File: src/rtl/lab1_entry_ctrl.sv
// Pushbutton entry front-end for the two-operand HEX datapath: debounces the key,
// steps LOAD_A -> LOAD_B -> SHOW, and adds blink feedback to the returned HEX patterns.
module lab1_entry_ctrl #(
    parameter int DEBOUNCE_CYCLES = 500000,
    parameter int BLINK_HALF      = 12500000
) (
    input  logic       CLOCK_50,
    input  logic       reset_n,
    input  logic       key_n,
    input  logic [4:0] sw_in,
    input  logic [6:0] hex_in0,
    input  logic [6:0] hex_in1,
    input  logic [6:0] hex_in2,
    input  logic [6:0] hex_in3,
    input  logic [6:0] hex_in4,
    input  logic [6:0] hex_in5,
    output logic [9:0] sw_out,
    output logic [6:0] HEX0,
    output logic [6:0] HEX1,
    output logic [6:0] HEX2,
    output logic [6:0] HEX3,
    output logic [6:0] HEX4,
    output logic [6:0] HEX5,
    output logic [1:0] state
);

    localparam logic [1:0] ST_LOAD_A = 2'd0;
    localparam logic [1:0] ST_LOAD_B = 2'd1;
    localparam logic [1:0] ST_SHOW   = 2'd2;

    localparam int DEB_W = $clog2(DEBOUNCE_CYCLES + 1);
    localparam int BLK_W = $clog2(BLINK_HALF + 1);
    localparam logic [DEB_W-1:0] DEB_LAST = DEB_W'(DEBOUNCE_CYCLES - 1);
    localparam logic [BLK_W-1:0] BLK_LAST = BLK_W'(BLINK_HALF - 1);
    localparam logic [6:0] SEG_OFF = 7'b1111111;

    logic             key_meta;
    logic             key_sync;
    logic             key_stable;
    logic [DEB_W-1:0] deb_cnt;
    logic             press;

    logic [1:0]       state_d;
    logic [4:0]       op_a;
    logic [4:0]       op_b;

    logic [BLK_W-1:0] blink_cnt;
    logic             phase;

    logic             bad;
    logic [5:0]       blank;

    // Two-flop synchronizer; idle level of the active-low key is 1.
    always_ff @(posedge CLOCK_50 or negedge reset_n) begin
        if (!reset_n) begin
            key_meta <= 1'b1;
            key_sync <= 1'b1;
        end else begin
            key_meta <= key_n;
            key_sync <= key_meta;
        end
    end

    always_ff @(posedge CLOCK_50 or negedge reset_n) begin
        if (!reset_n) begin
            key_stable <= 1'b1;
            deb_cnt    <= '0;
        end else if (key_sync == key_stable) begin
            deb_cnt <= '0;
        end else if (deb_cnt == DEB_LAST) begin
            key_stable <= key_sync;
            deb_cnt    <= '0;
        end else begin
            deb_cnt <= deb_cnt + 1'b1;
        end
    end

    // Press fires in the cycle the stable level is about to fall, so the FSM
    // acts on the same edge that commits the new stable value.
    assign press = key_stable && !key_sync && (deb_cnt == DEB_LAST);

    always_comb begin
        state_d = state;
        if (press) begin
            case (state)
                ST_LOAD_A: state_d = ST_LOAD_B;
                ST_LOAD_B: state_d = ST_SHOW;
                ST_SHOW:   state_d = ST_LOAD_A;
                default:   state_d = ST_LOAD_A;
            endcase
        end
    end

    always_ff @(posedge CLOCK_50 or negedge reset_n) begin
        if (!reset_n) begin
            state <= ST_LOAD_A;
            op_a  <= '0;
            op_b  <= '0;
        end else begin
            state <= state_d;
            if (press) begin
                case (state)
                    ST_LOAD_A: op_a <= sw_in;
                    ST_LOAD_B: op_b <= sw_in;
                    default: begin
                        op_a <= '0;
                        op_b <= '0;
                    end
                endcase
            end
        end
    end

    assign sw_out = {op_a, op_b};

    // Every transition restarts the blink so the new state begins visible.
    always_ff @(posedge CLOCK_50 or negedge reset_n) begin
        if (!reset_n) begin
            blink_cnt <= '0;
            phase     <= 1'b1;
        end else if (press) begin
            blink_cnt <= '0;
            phase     <= 1'b1;
        end else if (blink_cnt == BLK_LAST) begin
            blink_cnt <= '0;
            phase     <= ~phase;
        end else begin
            blink_cnt <= blink_cnt + 1'b1;
        end
    end

    assign bad = (hex_in5 == 7'b0000011) && (hex_in4 == 7'b0001000) &&
                 (hex_in3 == 7'b0100001);

    always_comb begin
        blank = '0;
        case (state)
            ST_LOAD_A: blank[1] = ~phase;
            ST_LOAD_B: blank[0] = ~phase;
            ST_SHOW:   blank    = {6{bad & ~phase}};
            default:   blank    = '0;
        endcase
    end

    always_ff @(posedge CLOCK_50 or negedge reset_n) begin
        if (!reset_n) begin
            HEX0 <= SEG_OFF;
            HEX1 <= SEG_OFF;
            HEX2 <= SEG_OFF;
            HEX3 <= SEG_OFF;
            HEX4 <= SEG_OFF;
            HEX5 <= SEG_OFF;
        end else begin
            HEX0 <= blank[0] ? SEG_OFF : hex_in0;
            HEX1 <= blank[1] ? SEG_OFF : hex_in1;
            HEX2 <= blank[2] ? SEG_OFF : hex_in2;
            HEX3 <= blank[3] ? SEG_OFF : hex_in3;
            HEX4 <= blank[4] ? SEG_OFF : hex_in4;
            HEX5 <= blank[5] ? SEG_OFF : hex_in5;
        end
    end

endmodule

File: config.mk
export PLATFORM = sky130hd
export DESIGN_NAME = lab1_entry_ctrl
export DESIGN_NICKNAME = d
export VERILOG_FILES = /design/src/rtl/lab1_entry_ctrl.sv
export SDC_FILE = /design/constraint.sdc
export NUM_CORES = 1
export LEC_CHECK = 0
export BUFFER_PORTS_ARGS = -buffer_cell sky130_fd_sc_hd__buf_2
export CAP_MARGIN = 30
export CELL_PAD_IN_SITES_DETAIL_PLACEMENT = 0
export CELL_PAD_IN_SITES_GLOBAL_PLACEMENT = 2
export CORE_ASPECT_RATIO = 1.75
export CORE_MARGIN = 1
export CORE_UTILIZATION = 31
export DETAILED_ROUTE_END_ITERATION = 7
export PLACE_DENSITY = 0.84
export SETUP_SLACK_MARGIN = 0.4
export SLEW_MARGIN = 15
export SYNTH_ARGS = -nofsm -noshare
export SYNTH_HDL_FRONTEND = slang
export SYNTH_SLANG_ARGS = --single-unit
File: constraint.sdc
create_clock -name CLOCK_50 -period 1.97 [get_ports CLOCK_50]
set_input_delay 0.591 -clock CLOCK_50 [delete_from_list [all_inputs] [get_ports CLOCK_50]]
set_output_delay 0.591 -clock CLOCK_50 [all_outputs]
set_load 0.02 [all_outputs]
==> results by group <==
Critical path
  • Worst setup SP type: register
  • Setup CP Type: reg -> reg
  • Critical path required time: 2250 ps
  • Crit. End Element: register
  • Crit-path max FO: 3
  • Worst reg2reg endpoint: deb_cnt[18]
  • Reg2reg path depth: 6
  • Reg2reg setup slack: 170 ps
  • Crit path DAT: 2080 ps
  • RR Startpoint: deb_cnt[1]

Detailed routing
  • Wire length per cell after detailed routing: 17.22 um
  • 1st-pass router iterations: 5
  • Routed Antenna Nets: 0
  • Routed vias: 3,733
  • Via density: 5.058
  • Initial drt markers: 81
  • Final WL: 12,710 um
  • DRC: 0

Pwr
  • VDD IR max: 0.3384 mV
  • Logic gate share of total power: 0.076
  • Power Density: 643.0 mW/mm2
  • Sw Pwr: 977.3 uW
  • Pleak: 2.915 nW
  • Internal: 3.415 mW
  • Sw Ratio: 0.2225
  • Part of the power in registers: 0.496
  • Clock Power Share: 0.428

Global routing
  • Initial antenna violation count: 1
  • Vias in the first global route: 3,915
  • Largest net degree at the start of global routing: 38
  • GRT overflow: 0
  • First-pass GRT wire length: 19,710 um
  • Gr usage total: 0.1715

STA
  • Final setup vio count: 0
  • Final worst setup slack: 171.4 ps
  • Worst Tran Pin Value: 488.3 ps
  • Final Max Tran Viols: 0
  • Post-layout min period: 1799 ps
  • Setup TNS: 0 ps
  • Max Freq: 556.0 MHz
  • Final Hold Viols: 0
  • Clk_skew: 7.192 ps
  • Max_slew headroom: 0.6745
  • Fin crit share: 0.9130
  • RSZ-0062 raised after global routing: true

Final layout
  • Area grow syn2layout: 51.37%
  • Fillcell total: 1,262
  • Layout cells sized above 1: 0.5655
  • Nets: 610
  • Most common cell after layout, fill and taps aside: buf_2
  • Final Util: 0.4779
  • Most frequent cells in the layout: buf_2 (58), buf_6 (54), dfrtp_1 (47)

Min path
  • Hold crit path type: in -> async

Floorplan
  • Starting Density: 0.3157
  • Io pins: 104
  • FP Rows: 58
  • Die width: 93.21 um
  • Die Ht: 161.6 um
  • Die footprint: 0.01506 mm2
  • Core Area: 0.01430 mm2

Synthesis
  • Netlist cell types: 46
  • Syn Area/Cell: 11.54 um2
  • Yosys warning total: 0
  • Yosys top cell by area: dfrtp_1
  • Cells after synthesis: 391
  • Post-synthesis sequential area ratio: 0.5728
  • Main area contributors after synthesis: dfrtp_1 (30%), dfstp_2 (27%), or2_2 (3.2%)
  • Post-synthesis register bit count: 101
  • Net count after synthesis: 449
  • Top cell type's share of synthesized area: 0.3050
  • Post-Syn Area: 0.004513 mm2

CTS
  • H-tree Lvls: 3
  • Clk pin slew, worst setup/hold paths: 70 ps
  • TritonCTS Sinks: 101
  • TritonCTS clock tree: yes
  • TritonCTS Buffers: 9
  • Maximum clock path buffer count: 2
  • Clk root buf: clkbuf_16
  • Latest clock arrival within the worst-skew pair: 350 ps

Outcome
  • Status: finished clean

Placement
  • Dpl ws: -122.4 ps
  • RePlAce Congestion: 0.7888
  • Placed wire-length estimate: 8559 um
  • IO buf count: 103

Flow run
  • Max-cap violations: 0
Yosys cell counts, drive strengths merged:
| cell type | instances |
|---|---|
| a211o | 7 |
| a211oi | 12 |
| a21o | 1 |
| a21oi | 4 |
| a2bb2oi | 1 |
| and3 | 2 |
| and4 | 7 |
| and4b | 1 |
| buf | 6 |
| clkbuf | 13 |
| clkinv | 1 |
| dfrtp | 55 |
| dfstp | 46 |
| ha | 8 |
| inv | 19 |
| mux2 | 3 |
| mux2i | 10 |
| nand2 | 24 |
| nand3 | 15 |
| nand4 | 14 |
| nor2 | 21 |
| nor3 | 17 |
| nor3b | 1 |
| nor4 | 7 |
| nor4b | 7 |
| o21ai | 9 |
| o21bai | 8 |
| o31ai | 7 |
| o41ai | 1 |
| or2 | 23 |
| or3 | 10 |
| or3b | 1 |
| or4 | 7 |
| xnor2 | 13 |
| xor2 | 10 |
worst max-delay path: stages (launching register included):
cell and delay (ps):
dfrtp_1 430, ha_4 170, nand4_1 150, buf_4 180
nor4_4 260, or3b_4 430, a21oi_2 120
sequential cells by signal (all words and copies together) (netlist names):
| register | count |
|---|---|
| HEX0 | 7 |
| HEX1 | 7 |
| HEX2 | 7 |
| HEX3 | 7 |
| HEX4 | 7 |
| HEX5 | 7 |
| blink_cnt | 24 |
| deb_cnt | 19 |
| key_meta | 1 |
| key_stable | 1 |
| key_sync | 1 |
| op_a | 5 |
| op_b | 5 |
| phase | 1 |
| state | 2 |
metal layers:
metal  vias up  GRT usage  part of all wire
met5         -          0                 0
met3        34    0.02166             0.032
li1       1703          -                 -
met1      1902     0.1786              0.36
met2        94     0.3262              0.57
met4         0    0.08881             0.036
cells by family (layout without fill, tap and decap cells):
kind of cell    Yosys count  count (layout)  share of synthesized area
simple gates            157             158                     0.2149
flops                   101             101                     0.5728
compound gates           50              50                    0.08040
buf+inv                  39             204                    0.03549
xor+xnor                 23              23                    0.04463
mux                      13              13                    0.02966
fa+ha+maj                 8               8                    0.02218
other cells               0               1                          0
metrics by stage:
stage / instances / cell area (um2) / power [mW] / hold WS, ps
4_1_cts: 727 / 6586 / 4.413 / 219.8
6_report: 738 / 6832 / 4.393 / 210.1
5_1_grt: 738 / 6832 / 4.526 / 231.8
2_1_floorplan: 391 / 4571 / 2.303 / 295.4
3_5_place_dp: 683 / 5505 / 2.468 / 355.2
3_3_place_gp: 683 / 5505 / 2.461 / 355.6
how the worst max path moves through the flow:
stage,start,endpoint,slack (ps),cells past startpoint
2_1_floorplan,deb_cnt[0],blink_cnt[10],210,6
3_3_place_gp,hex_in4[4],HEX4[0],-50,6
3_5_place_dp,hex_in4[4],HEX1[0],-120,6
4_1_cts,deb_cnt[9],state[0],200,5
5_1_grt,deb_cnt[0],deb_cnt[18],90,6
6_report,deb_cnt[1],deb_cnt[18],170,6
power groups by stage:
| stage | clock (mW) | combinational, mW | sequential (mW) |
|---|---|---|---|
| after floorplan | 0 | 0.0517 | 2.25 |
| after global placement | 0 | 0.261 | 2.20 |
| after detailed placement | 0 | 0.266 | 2.20 |
| after CTS | 1.91 | 0.325 | 2.18 |
| after global routing | 1.99 | 0.360 | 2.18 |
| final | 1.88 | 0.333 | 2.18 |
timing repair:
| action | 4_1_cts | 5_1_grt |
|---|---|---|
| endpoints found under the setup margin | 136 | 136 |
| resized for setup | 137 | 35 |
| pin swaps | 21 | 13 |
| setup buffers | 24 | 8 |
| hold buffers | 0 | 0 |
| gates cloned | 4 | 2 |
final cells by class:
class                   instances  area (um2)  area share
clock inverters                 5       56.30    0.008242
well taps                     180       225.2     0.03297
multi-input cells             252        2100      0.3073
flip-flops and latches        101        2595      0.3799
clock buffers                  11       264.0     0.03864
diodes                          1       2.502   0.0003663
inverters                      20       75.07     0.01099
repair buffers                168        1514      0.2216
Power figures use the tool's default switching activity.
